### config.mk
export PLATFORM = sky130hd
export DESIGN_NAME = pipe_stage_skid
export DESIGN_NICKNAME = d
export VERILOG_FILES = /design/src/rtl/pipe_stage_skid_pkg.sv /design/src/rtl/pipe_stage_skid.sv
export SDC_FILE = /design/constraint.sdc
export NUM_CORES = 1
export LEC_CHECK = 0
export ABC_CLOCK_PERIOD_IN_PS = 12440
export CORE_MARGIN = 10
export CORE_UTILIZATION = 54
export CTS_CLUSTER_SIZE = 10
export DETAILED_ROUTE_END_ITERATION = 12
export GPL_TIMING_DRIVEN = 0
export PLACE_DENSITY = 0.85
export SETUP_SLACK_MARGIN = 0.2
export SLEW_MARGIN = 20
export SYNTH_ARGS = -nofsm -noshare
export SYNTH_HDL_FRONTEND = slang
export SYNTH_SLANG_ARGS = --single-unit
### constraint.sdc
create_clock -name clk -period 12.44 [get_ports clk]
set_input_delay 3.732 -clock clk [delete_from_list [all_inputs] [get_ports clk]]
set_output_delay 3.732 -clock clk [all_outputs]
set_load 0.02 [all_outputs]
### src/rtl/pipe_stage_skid_pkg.sv
// Shared definitions for the generic pipeline-stage register and its per-stage wrappers.
// Holds the stage state encoding, the default kill-counter width and the ID/EX payload layout.
// Wrappers pack the payload into idex_t and hand it to the stage as an opaque bus.
package pipe_pkg;

  // Stage occupancy states; the encoding doubles as the occupancy count.
  typedef enum logic [1:0] {
    ST_EMPTY = 2'd0,
    ST_FULL  = 2'd1,
    ST_SKID  = 2'd2
  } state_t;

  localparam int DEFAULT_CNT_W = 16;

  // ID/EX payload field widths.
  localparam int IDEX_CTRL_W   = 12;
  localparam int IDEX_RDATA_W  = 32;
  localparam int IDEX_IMME_W   = 32;
  localparam int IDEX_FUNC_W   = 6;
  localparam int IDEX_SHAMT_W  = 5;
  localparam int IDEX_OPCODE_W = 6;
  localparam int IDEX_PC_W     = 32;
  localparam int IDEX_REG_W    = 5;
  localparam int IDEX_GT_W     = 1;

  // ID/EX payload field offsets (LSB positions), matching the idex_t packing order.
  localparam int IDEX_GT_LSB      = 0;
  localparam int IDEX_RT_LSB      = IDEX_GT_LSB      + IDEX_GT_W;
  localparam int IDEX_RS_LSB      = IDEX_RT_LSB      + IDEX_REG_W;
  localparam int IDEX_WREG_LSB    = IDEX_RS_LSB      + IDEX_REG_W;
  localparam int IDEX_PC_LSB      = IDEX_WREG_LSB    + IDEX_REG_W;
  localparam int IDEX_OPCODE_LSB  = IDEX_PC_LSB      + IDEX_PC_W;
  localparam int IDEX_SHAMT_LSB   = IDEX_OPCODE_LSB  + IDEX_OPCODE_W;
  localparam int IDEX_FUNC_LSB    = IDEX_SHAMT_LSB   + IDEX_SHAMT_W;
  localparam int IDEX_IMME_LSB    = IDEX_FUNC_LSB    + IDEX_FUNC_W;
  localparam int IDEX_RDATA_B_LSB = IDEX_IMME_LSB    + IDEX_IMME_W;
  localparam int IDEX_RDATA_A_LSB = IDEX_RDATA_B_LSB + IDEX_RDATA_W;
  localparam int IDEX_CTRL_LSB    = IDEX_RDATA_A_LSB + IDEX_RDATA_W;
  localparam int IDEX_W           = IDEX_CTRL_LSB    + IDEX_CTRL_W;

  // ID/EX payload, MSB first; field order must agree with the offsets above.
  typedef struct packed {
    logic [IDEX_CTRL_W-1:0]   ctrl;
    logic [IDEX_RDATA_W-1:0]  rdata_a;
    logic [IDEX_RDATA_W-1:0]  rdata_b;
    logic [IDEX_IMME_W-1:0]   imme;
    logic [IDEX_FUNC_W-1:0]   func;
    logic [IDEX_SHAMT_W-1:0]  shamt;
    logic [IDEX_OPCODE_W-1:0] opcode;
    logic [IDEX_PC_W-1:0]     pc;
    logic [IDEX_REG_W-1:0]    wreg;
    logic [IDEX_REG_W-1:0]    rs;
    logic [IDEX_REG_W-1:0]    rt;
    logic [IDEX_GT_W-1:0]     greater_than;
  } idex_t;

  // Flatten an ID/EX payload onto the stage's opaque data bus.
  function automatic logic [IDEX_W-1:0] idex_pack(input idex_t p);
    return p;
  endfunction

  // Recover the ID/EX fields from the stage's opaque data bus.
  function automatic idex_t idex_unpack(input logic [IDEX_W-1:0] d);
    return idex_t'(d);
  endfunction

endpackage

### src/rtl/pipe_stage_skid.sv
// Pipeline-stage register with valid/ready handshake, optional 1-entry skid and flush-as-kill.
// Latency: 1 cycle from accept to out_valid; 1 item/cycle sustained with out_ready held high.
// Backpressure: SKID=1 absorbs one extra item, in_ready registered; SKID=0 in_ready = !main_valid | out_ready.
module pipe_stage_skid
  import pipe_pkg::*;
#(
  parameter int                DATA_W    = 64,
  parameter logic [DATA_W-1:0] RESET_VAL = '0,
  parameter int                SKID      = 1,
  parameter int                CNT_W     = DEFAULT_CNT_W
) (
  input  logic              clk,
  input  logic              rst,
  input  logic              flush,
  input  logic              in_valid,
  output logic              in_ready,
  input  logic [DATA_W-1:0] in_data,
  output logic              out_valid,
  input  logic              out_ready,
  output logic [DATA_W-1:0] out_data,
  output logic [1:0]        occupancy,
  output logic [CNT_W-1:0]  kill_cnt
);

  localparam int SUM_W = CNT_W + 1;

  state_t            st;
  logic [DATA_W-1:0] main_data;
  logic [DATA_W-1:0] skid_data;
  logic              main_valid;
  logic              skid_valid;
  logic              acc;
  logic              fire;
  logic [1:0]        kill_inc;
  logic [SUM_W-1:0]  kill_sum;

  // Valid flags fall straight out of the state encoding.
  assign main_valid = (st != ST_EMPTY);
  assign skid_valid = (st == ST_SKID);

  // With a skid entry in_ready depends only on state; without one it must look at out_ready.
  generate
    if (SKID != 0) begin : g_skid
      assign in_ready = ~skid_valid;
    end else begin : g_noskid
      assign in_ready = ~main_valid | out_ready;
    end
  endgenerate

  assign acc       = in_valid & in_ready;
  assign fire      = main_valid & out_ready;
  assign out_valid = main_valid;
  assign out_data  = main_data;
  assign occupancy = st;

  // Entries lost to a flush: main unless it leaves this cycle, plus any skid entry.
  assign kill_inc = {1'b0, main_valid & ~out_ready} + {1'b0, skid_valid};
  assign kill_sum = {1'b0, kill_cnt} + SUM_W'(kill_inc);

  // Occupancy FSM; flush overrides every transfer and empties the stage.
  always_ff @(posedge clk or posedge rst) begin
    if (rst) begin
      st <= ST_EMPTY;
    end else if (flush) begin
      st <= ST_EMPTY;
    end else begin
      case (st)
        ST_EMPTY: if (acc) st <= ST_FULL;
        ST_FULL: begin
          if (fire && !acc) st <= ST_EMPTY;
          else if (acc && !fire && (SKID != 0)) st <= ST_SKID;
        end
        ST_SKID:  if (fire) st <= ST_FULL;
        default:  st <= ST_EMPTY;
      endcase
    end
  end

  // Payload registers move only on accept/promote so idle bits stay frozen.
  always_ff @(posedge clk or posedge rst) begin
    if (rst) begin
      main_data <= RESET_VAL;
      skid_data <= RESET_VAL;
    end else if (flush) begin
      main_data <= RESET_VAL;
      skid_data <= RESET_VAL;
    end else begin
      case (st)
        ST_EMPTY: if (acc) main_data <= in_data;
        ST_FULL: begin
          if (acc && fire) main_data <= in_data;
          else if (acc && (SKID != 0)) skid_data <= in_data;
        end
        ST_SKID:  if (fire) main_data <= skid_data;
        default:  ;
      endcase
    end
  end

  // Saturating count of entries discarded by flush; the carry bit flags overflow.
  always_ff @(posedge clk or posedge rst) begin
    if (rst) begin
      kill_cnt <= '0;
    end else if (flush) begin
      if (kill_sum[CNT_W]) kill_cnt <= '1;
      else                 kill_cnt <= kill_sum[CNT_W-1:0];
    end
  end

endmodule

==> impl_results.rst, run 1 <==
.. list-table::
   :header-rows: 1

   * - Metric
     - Value
   * - Result of the run
     - finished, final reports clean
   * - CTS Buf Count
     - 17
   * - Library cell used as clock root buffer
     - sky130_fd_sc_hd__clkbuf_16
   * - Fraction of layout instances using a drive strength above 1
     - under 10%
   * - Post-synth EDFFs
     - 0
   * - Switching power share of the total
     - roughly 28%
   * - Switching power total
     - between 300 and 400 uW
   * - Global placer's final weighted congestion
     - ~0.82
   * - Most common cell after layout, fill and taps aside
     - sky130_fd_sc_hd__nand2_1
   * - Startpoint of the worst-slack reg-to-reg timing path
     - occupancy[1]
   * - Maxcap violations
     - 0
   * - Final Skew
     - between 4 and 5 ps
   * - Via count normalized by instance count
     - 5.641
   * - Number of nets in the layout
     - ~980
   * - Die width
     - between 100 and 150 um
   * - Number of DRC violations after detailed routing
     - 0
   * - First-pass GRT wire length
     - 29660 um
   * - Number of setup violations in the final report
     - 0
   * - Largest net degree at the start of global routing
     - 84
   * - Share of synthesized area occupied by flip-flops and latches
     - 55.64%
   * - Routed Wire Length
     - between 15000 and 20000 um
   * - Netlist area before placement
     - ~6600 um2
   * - Register bit total from synthesis
     - between 100 and 150
   * - Placed Instance Area
     - ~8300 um2
   * - Maximum resistive drop on vdd
     - roughly 98 uV
   * - Number of routed nets with antenna violations
     - 0
   * - Area growth from synthesis to final layout
     - 33.88%
   * - Slack of the critical path
     - 6283 ps
   * - P_int
     - a little under 900 uW
   * - Worst-skew pair later-pin latency
     - ~420 ps
   * - Clock transition time at the flip-flop clock pins of the worst setup and hold paths
     - approximately 60 ps
   * - Startpoint Class
     - flop
   * - Ratio of final minimum period to clock period
     - roughly 49%
   * - Number of port buffers
     - between 150 and 200
   * - Kind of path behind the tightest hold check
     - reg -> reg
   * - Start point of the critical path
     - occupancy[1]
   * - Shortest period the worst path allows
     - ~6200 ps
   * - Number of cell rows
     - 40
   * - Residual overflow from global routing
     - 0
   * - Transition time at the pin with the least slew margin
     - about 630 ps
   * - Required time reported for the critical path endpoint
     - between 8000 and 9000 ps
   * - Post-Place Setup Slack
     - just over 6000 ps
   * - Clock network fraction of total power
     - 36.7%
   * - Total negative setup slack
     - 0 ps
   * - Number of cells on the worst reg-to-reg path
     - 12
   * - Height of the die
     - between 100 and 150 um
   * - Synth Instances
     - between 700 and 800
   * - Final-report max-slew violation count
     - 0
   * - Via count of the first global-routing pass
     - 5722
   * - Number of buffers inserted by post-CTS setup repair
     - 0
   * - Average detailed-routed wire length per instance
     - 17.68 um
   * - Top-level port count
     - 153
   * - Power consumption
     - between 1000 and 1500 uW
   * - First DRT Iteration DRCs
     - between 600 and 700
   * - Synth cell types
     - 34
   * - Via count
     - around 6.0k
   * - Area fraction of the dominant cell type after synthesis
     - between 50 and 60%
   * - Detailed placement HPWL
     - 12870 um
   * - Async set-reset flop share out of synthesis
     - 100.0%
   * - Most common flop cell mapped by yosys
     - sky130_fd_sc_hd__dfrtp_1
   * - Total GRT Usage
     - roughly 22%
   * - Relative slew slack
     - 58.33%
   * - First-pass iteration count of the detailed router
     - 6
   * - Starting Density
     - a little over half
   * - Post_cts resized
     - 0
   * - Post-route design area
     - roughly 8800 um2
   * - CTS hold repair buffers
     - 0
   * - Hold-critical path depth
     - 2
   * - Reg-to-reg slack, setup
     - approximately 9400 ps
   * - RSZ-0062 raised after global routing
     - false
   * - CTS HTree Levels
     - 4
   * - N_diodes
     - 0
   * - CP arrival
     - 2430 ps
   * - Highest fanout seen on the critical path
     - 11
   * - End point of the critical path
     - in_ready
   * - CTS tree
     - yes
   * - Leakage component of the power
     - 0.003832 uW
   * - Full die area
     - 16970 um2
   * - CTS sink count
     - ~150
   * - Yosys warning total
     - 0
   * - Hold Violations, Final
     - 0
   * - Top area cells in the synthesized netlist
     - sky130_fd_sc_hd__dfrtp_1, sky130_fd_sc_hd__nand2_1, sky130_fd_sc_hd__a311oi_1, sky130_fd_sc_hd__a21oi_1, sky130_fd_sc_hd__nor2_1
   * - Synthesized area per cell
     - just under 9 um2
   * - Initial antenna violation count
     - 0
   * - Core outline area
     - between 10000 and 15000 um2
   * - Reg2Reg Capture Point
     - kill_cnt[1]
   * - Worst-case clock buffer depth
     - 2
   * - Fmax
     - about 160 MHz
   * - Part of the power in combinational logic
     - approximately a fifth
   * - Worst hold margin
     - between 500 and 600 ps
   * - Category of the critical setup timing path
     - reg -> out
   * - Synthesized net count
     - 805
   * - Sequential fraction of design power
     - 44.4%
   * - CP Capture Type
     - primary output
   * - Total power density per cell area
     - around 140 nW/um2
   * - Dominant cell type by area after synthesis
     - sky130_fd_sc_hd__dfrtp_1
   * - Highest-count cells in the layout ignoring fill and taps
     - sky130_fd_sc_hd__nand2_1, sky130_fd_sc_hd__clkdlybuf4s50_1, sky130_fd_sc_hd__dfrtp_1
[kinds of logic after synthesis]
family | synth area share, %
flip-flops | 55.64
multiplexers | 0.3049
adder cells (fa/ha/maj) | 0.4954
AND/OR/NAND/NOR | 22.68
XOR/XNOR | 1.467
buffers and inverters | 5.011
AO/OA/AOI/OAI | 14.41
[critical path: stages (launching register included)]
cell and delay [ps]:
sky130_fd_sc_hd__dfrtp_1 460, sky130_fd_sc_hd__nor2b_1 190, sky130_fd_sc_hd__inv_1 80, sky130_fd_sc_hd__buf_2 260, sky130_fd_sc_hd__buf_2 330, sky130_fd_sc_hd__clkdlybuf4s50_1 670
[power by group through the flow]
stage | combinational (uW) | sequential, uW | clock (uW)
after detailed placement | 228 | 541 | 0
after CTS | 229 | 533 | 441
after global routing | 246 | 537 | 465
after floorplan | 81.8 | 571 | 0
after global placement | 224 | 539 | 0
final | 227 | 533 | 440
[worst min path at each step]
stage                             start       endpoint  slack [ps]
after floorplan            skid_data[0]   skid_data[0]         500
after global placement    skid_data[13]  skid_data[13]         510
after detailed placement  skid_data[35]  skid_data[35]         520
after CTS                 skid_data[23]  skid_data[23]         520
after global routing       skid_data[6]   skid_data[6]         540
final                     skid_data[60]  skid_data[60]         520
[stage by stage]
step / utilization (%) / instances
floorplan: - / 734
global placement: 69.15 / 1033
detailed placement: 69.45 / 1034
CTS: 73.49 / 1061
global route: 73.49 / 1061
finish: 73.49 / 1061
[layer usage]
| layer | wire length, um | vias up | track usage [%] |
|---|---|---|---|
| met5 | 0 | - | 0 |
| met4 | 280 | 0 | 7.738 |
| met3 | 1648 | 25 | 5.963 |
| met2 | 9282 | 272 | 36.16 |
| met1 | 7544 | 2874 | 28.07 |
| li1 | - | 2814 | - |
[area by class of cell]
cell class                      instances  area (um2)
Sequential cell                       146        3654
Fill cell                             845        3171
Multi-Input combinational cell        523        2584
Timing Repair Buffer                  153        1549
Clock buffer                           26       479.2
Buffer                                 58       302.8
Tap cell                              147       183.9
Inverter                                7       33.78
Clock inverter                          1       5.005
[Yosys cell counts, drive strengths merged, types with 3 or more instances]
cell type and count:
a21oi 67, a311oi 64, buf 36, clkbuf 22, dfrtp 146, inv 7, nand2 273, nand3 4
nand4 6, nor2 69, nor3 4, nor4 5, o21ai 3, xnor2 9
[state kept, by name, summed over array words and instances (netlist names)]
signal and flops:
kill_cnt 16, skid_data 64, out_data 64, occupancy 2
Note: power is estimated with default switching activity, not from simulation.
==> run 2: changes to the inputs <==
--- a/config.mk
+++ b/config.mk
@@ -5,13 +5,13 @@
 export SDC_FILE = /design/constraint.sdc
 export NUM_CORES = 1
 export LEC_CHECK = 0
-export ABC_CLOCK_PERIOD_IN_PS = 12440
+export ABC_CLOCK_PERIOD_IN_PS = 5800
 export CORE_MARGIN = 10
-export CORE_UTILIZATION = 54
+export CORE_UTILIZATION = 50
 export CTS_CLUSTER_SIZE = 10
 export DETAILED_ROUTE_END_ITERATION = 12
 export GPL_TIMING_DRIVEN = 0
-export PLACE_DENSITY = 0.85
+export PLACE_DENSITY = 0.8
 export SETUP_SLACK_MARGIN = 0.2
 export SLEW_MARGIN = 20
 export SYNTH_ARGS = -nofsm -noshare
==> constraint.sdc (replaced) <==
create_clock -name clk -period 5.8 [get_ports clk]
set_input_delay 1.74 -clock clk [delete_from_list [all_inputs] [get_ports clk]]
set_output_delay 1.74 -clock clk [all_outputs]
set_load 0.02 [all_outputs]
==> run 2 against run 1 <==
  * First-iteration DRC count is 35% lower
  * Via count fell by 1.2%
  * Sequential power increased by 110%
  * Combinational power is 120% higher
  * Register-to-register slack worse by 6700 ps
  * Clock-buffer cell count up 3
  * Clock power grew to 2.5 times the previous value
  * Setup slack worse by 4600 ps
  * Die area increased by 6.8%
  * Final area grew 2.3%
  * Hold slack is essentially flat
==> impl_results.rst, run 2 (same netlist as run 1, synthesis figures left out) <==
.. list-table::
   :header-rows: 1

   * - Metric
     - Value
   * - Startpoint Class
     - flop
   * - Number of routed nets with antenna violations
     - 0
   * - Post-route design area
     - around 9000 um2
   * - Placed cell count
     - 1062
   * - First-pass iteration count of the detailed router
     - 5
   * - P_int
     - 2024 uW
   * - Largest net degree at the start of global routing
     - 34
   * - Total power density per cell area
     - about 310 nW/um2
   * - Detailed placement HPWL
     - 13360 um
   * - Number of buffers inserted by post-CTS setup repair
     - 0
   * - Final-report max-slew violation count
     - 0
   * - Transition time at the pin with the least slew margin
     - 645.6 ps
   * - Clock network fraction of total power
     - between 40% and 50%
   * - Non-filler cells in the finished layout
     - about 1.1k
   * - Die width
     - around 130 um
   * - Maxcap violations
     - 0
   * - CTS Buf Count
     - 17
   * - Residual overflow from global routing
     - 0
   * - Highest fanout seen on the critical path
     - 11
   * - Clock transition time at the flip-flop clock pins of the worst setup and hold paths
     - 60 ps
   * - Fraction of layout instances using a drive strength above 1
     - 7.918%
   * - Biggest cell delay along the critical path
     - between 600 and 700 ps
   * - Number of setup violations in the final report
     - 0
   * - Shortest period the worst path allows
     - roughly 4100 ps
   * - CTS HTree Levels
     - 4
   * - Area growth from synthesis to final layout
     - 36.95%
   * - Initial antenna violation count
     - 0
   * - Worst-skew pair later-pin latency
     - around 420 ps
   * - Highest-count cells in the layout ignoring fill and taps
     - sky130_fd_sc_hd__nand2_1, sky130_fd_sc_hd__clkdlybuf4s50_1, sky130_fd_sc_hd__dfrtp_1
   * - Final-layout fill cell count
     - ~1.0k
   * - Worst-case clock buffer depth
     - 2
   * - First DRT Iteration DRCs
     - just over 400
   * - Number of nets in the layout
     - just under 1k
   * - Leakage component of the power
     - 0.003912 uW
   * - N_diodes
     - 0
   * - CTS tree
     - yes
   * - Starting Density
     - around half
   * - Ratio of final minimum period to clock period
     - roughly 71%
   * - Most common cell after layout, fill and taps aside
     - sky130_fd_sc_hd__nand2_1
   * - Global placer's final weighted congestion
     - around 0.8
   * - Switching power share of the total
     - 26.45%
   * - CTS sink count
     - 146
   * - Routed Wire Length
     - 18970 um
   * - Power consumption
     - approximately 2800 uW
   * - Number of DRC violations after detailed routing
     - 0
   * - Number of port buffers
     - ~150
   * - Critical Path Most Common Cell
     - sky130_fd_sc_hd__buf_2
   * - Relative slew slack
     - 56.96%
   * - First-pass GRT wire length
     - between 30000 and 40000 um
   * - Multi-input logic area
     - ~2600 um2
   * - CP arrival
     - roughly 2400 ps
   * - Placed Instance Area
     - between 8000 and 9000 um2
   * - Switching power total
     - 727.8 uW
   * - Hold Violations, Final
     - 0
   * - Top-level port count
     - approximately 150
   * - Required time reported for the critical path endpoint
     - slightly above 4000 ps
   * - CTS hold repair buffers
     - 0
   * - Total negative setup slack
     - 0 ps
   * - Final Skew
     - 6.262 ps
   * - Maximum resistive drop on vdd
     - 204.5 uV
   * - RSZ-0062 raised after global routing
     - false
   * - Height of the die
     - roughly 130 um
   * - Sequential fraction of design power
     - roughly 42%
   * - Core outline area
     - roughly 13000 um2
   * - Number of cell rows
     - approximately 40
   * - CP Capture Type
     - primary output
   * - Post_cts resized
     - 0
   * - Total GRT Usage
     - a little over a fifth
   * - Full die area
     - ~18000 um2
   * - Via count of the first global-routing pass
     - between 5k and 6k
   * - Total area of sequential cells
     - between 3000 and 4000 um2
   * - Library cell used as clock root buffer
     - sky130_fd_sc_hd__clkbuf_16
   * - Cells along the critical path
     - nor2b_1, inv_1, buf_2, buf_2, clkdlybuf4s50_1
   * - Fmax
     - approximately 240 MHz
   * - Category of the critical setup timing path
     - reg -> out
   * - Via count normalized by instance count
     - around 5.4
   * - Kind of path behind the tightest hold check
     - reg -> reg
   * - Part of the power in combinational logic
     - around 18%
   * - CP max-delay cell
     - sky130_fd_sc_hd__clkdlybuf4s50_1
   * - Via count
     - between 5k and 6k
   * - Result of the run
     - finished, final reports clean
   * - Average detailed-routed wire length per instance
     - 17.34 um
## run 2: cell types whose count changed in the layout (fill, tap and decap cells not counted)
cell	delta
sky130_fd_sc_hd__bufinv_16	+2
sky130_fd_sc_hd__buf_16	-1
sky130_fd_sc_hd__buf_12	+4
sky130_fd_sc_hd__clkbuf_1	-2
sky130_fd_sc_hd__clkinvlp_4	+1
sky130_fd_sc_hd__inv_8	-1
sky130_fd_sc_hd__clkbuf_8	+5
## run 2: power by group through the flow
stage / Clock (uW) / Combinational [uW] / Sequential [uW]
3_3_place_gp: 0 / 480 / 1160
5_1_grt: 1190 / 533 / 1150
6_report: 1120 / 490 / 1140
2_1_floorplan: 0 / 176 / 1220
4_1_cts: 1130 / 497 / 1140
3_5_place_dp: 0 / 494 / 1160
## run 2: cell type report
| type | instances | share of cell area (%) |
|---|---|---|
| Timing Repair Buffer | 156 | 17.81 |
| Inverter | 7 | 0.3339 |
| Clock buffer | 29 | 6.011 |
| Buffer | 58 | 3.367 |
| Tap cell | 172 | 2.393 |
| Sequential cell | 146 | 40.63 |
| Clock inverter | 3 | 0.7235 |
| Multi-Input combinational cell | 523 | 28.73 |
## run 2: per-layer routing
layer | part of all wire [%] | up-vias | GRT usage, %
li1 | - | 2831 | -
met1 | 42 | 2842 | 26.14
met2 | 49 | 217 | 34.38
met3 | 7.7 | 23 | 6.677
met4 | 1.5 | 0 | 7.739
met5 | 0 | - | 0
## run 2: worst max-delay path, delay by kind of cell, from the launching register on
family	cells	cell delay, ps
AND/OR/NAND/NOR	1	190
buffers and inverters	4	1340
flip-flops	1	450
## run 2: metrics by stage
stage,hold slack (ps),utilization [%],setup WS (ps)
after floorplan,501.8,-,2227
after CTS,523.5,70.68,1658
after detailed placement,515.6,65.92,1466
after global placement,509.8,65.29,934.8
final,520.0,70.68,1658
after global routing,538.0,70.68,1569
## run 2: worst paths after layout
| check | from | endpoint | slack [ps] | cells past startpoint |
|---|---|---|---|---|
| max | occupancy[1] | in_ready | 1660 | 5 |
| min | skid_data[39] | skid_data[39] | 520 | 2 |
| max reg2reg | occupancy[0] | kill_cnt[0] | 2740 | 12 |
| min reg2reg | skid_data[39] | skid_data[39] | 520 | 2 |
| max in group asynchronous | rst | out_data[33] | 3350 | 4 |
| min in group asynchronous | rst | out_data[61] | 1700 | 2 |
==> run 3: changes to the inputs <==
--- a/config.mk
+++ b/config.mk
@@ -5,7 +5,7 @@
 export SDC_FILE = /design/constraint.sdc
 export NUM_CORES = 1
 export LEC_CHECK = 0
-export ABC_CLOCK_PERIOD_IN_PS = 5800
+export ABC_CLOCK_PERIOD_IN_PS = 3850
 export CORE_MARGIN = 10
 export CORE_UTILIZATION = 50
 export CTS_CLUSTER_SIZE = 10
==> constraint.sdc (replaced) <==
create_clock -name clk -period 3.85 [get_ports clk]
set_input_delay 1.155 -clock clk [delete_from_list [all_inputs] [get_ports clk]]
set_output_delay 1.155 -clock clk [all_outputs]
set_load 0.02 [all_outputs]
==> results of run 3 <==
The final DEF is identical to that of run 2. Status: finished, final reports clean.
Among the figures that moved: setup slack after placement 1466 ps -> 100.5 ps; setup slack after layout 1658 ps -> 293.2 ps; register-to-register setup slack 2740 ps -> 790 ps; total power 2752 uW -> 4145 uW; worst IR drop on VDD 204.5 uV -> 308.0 uV
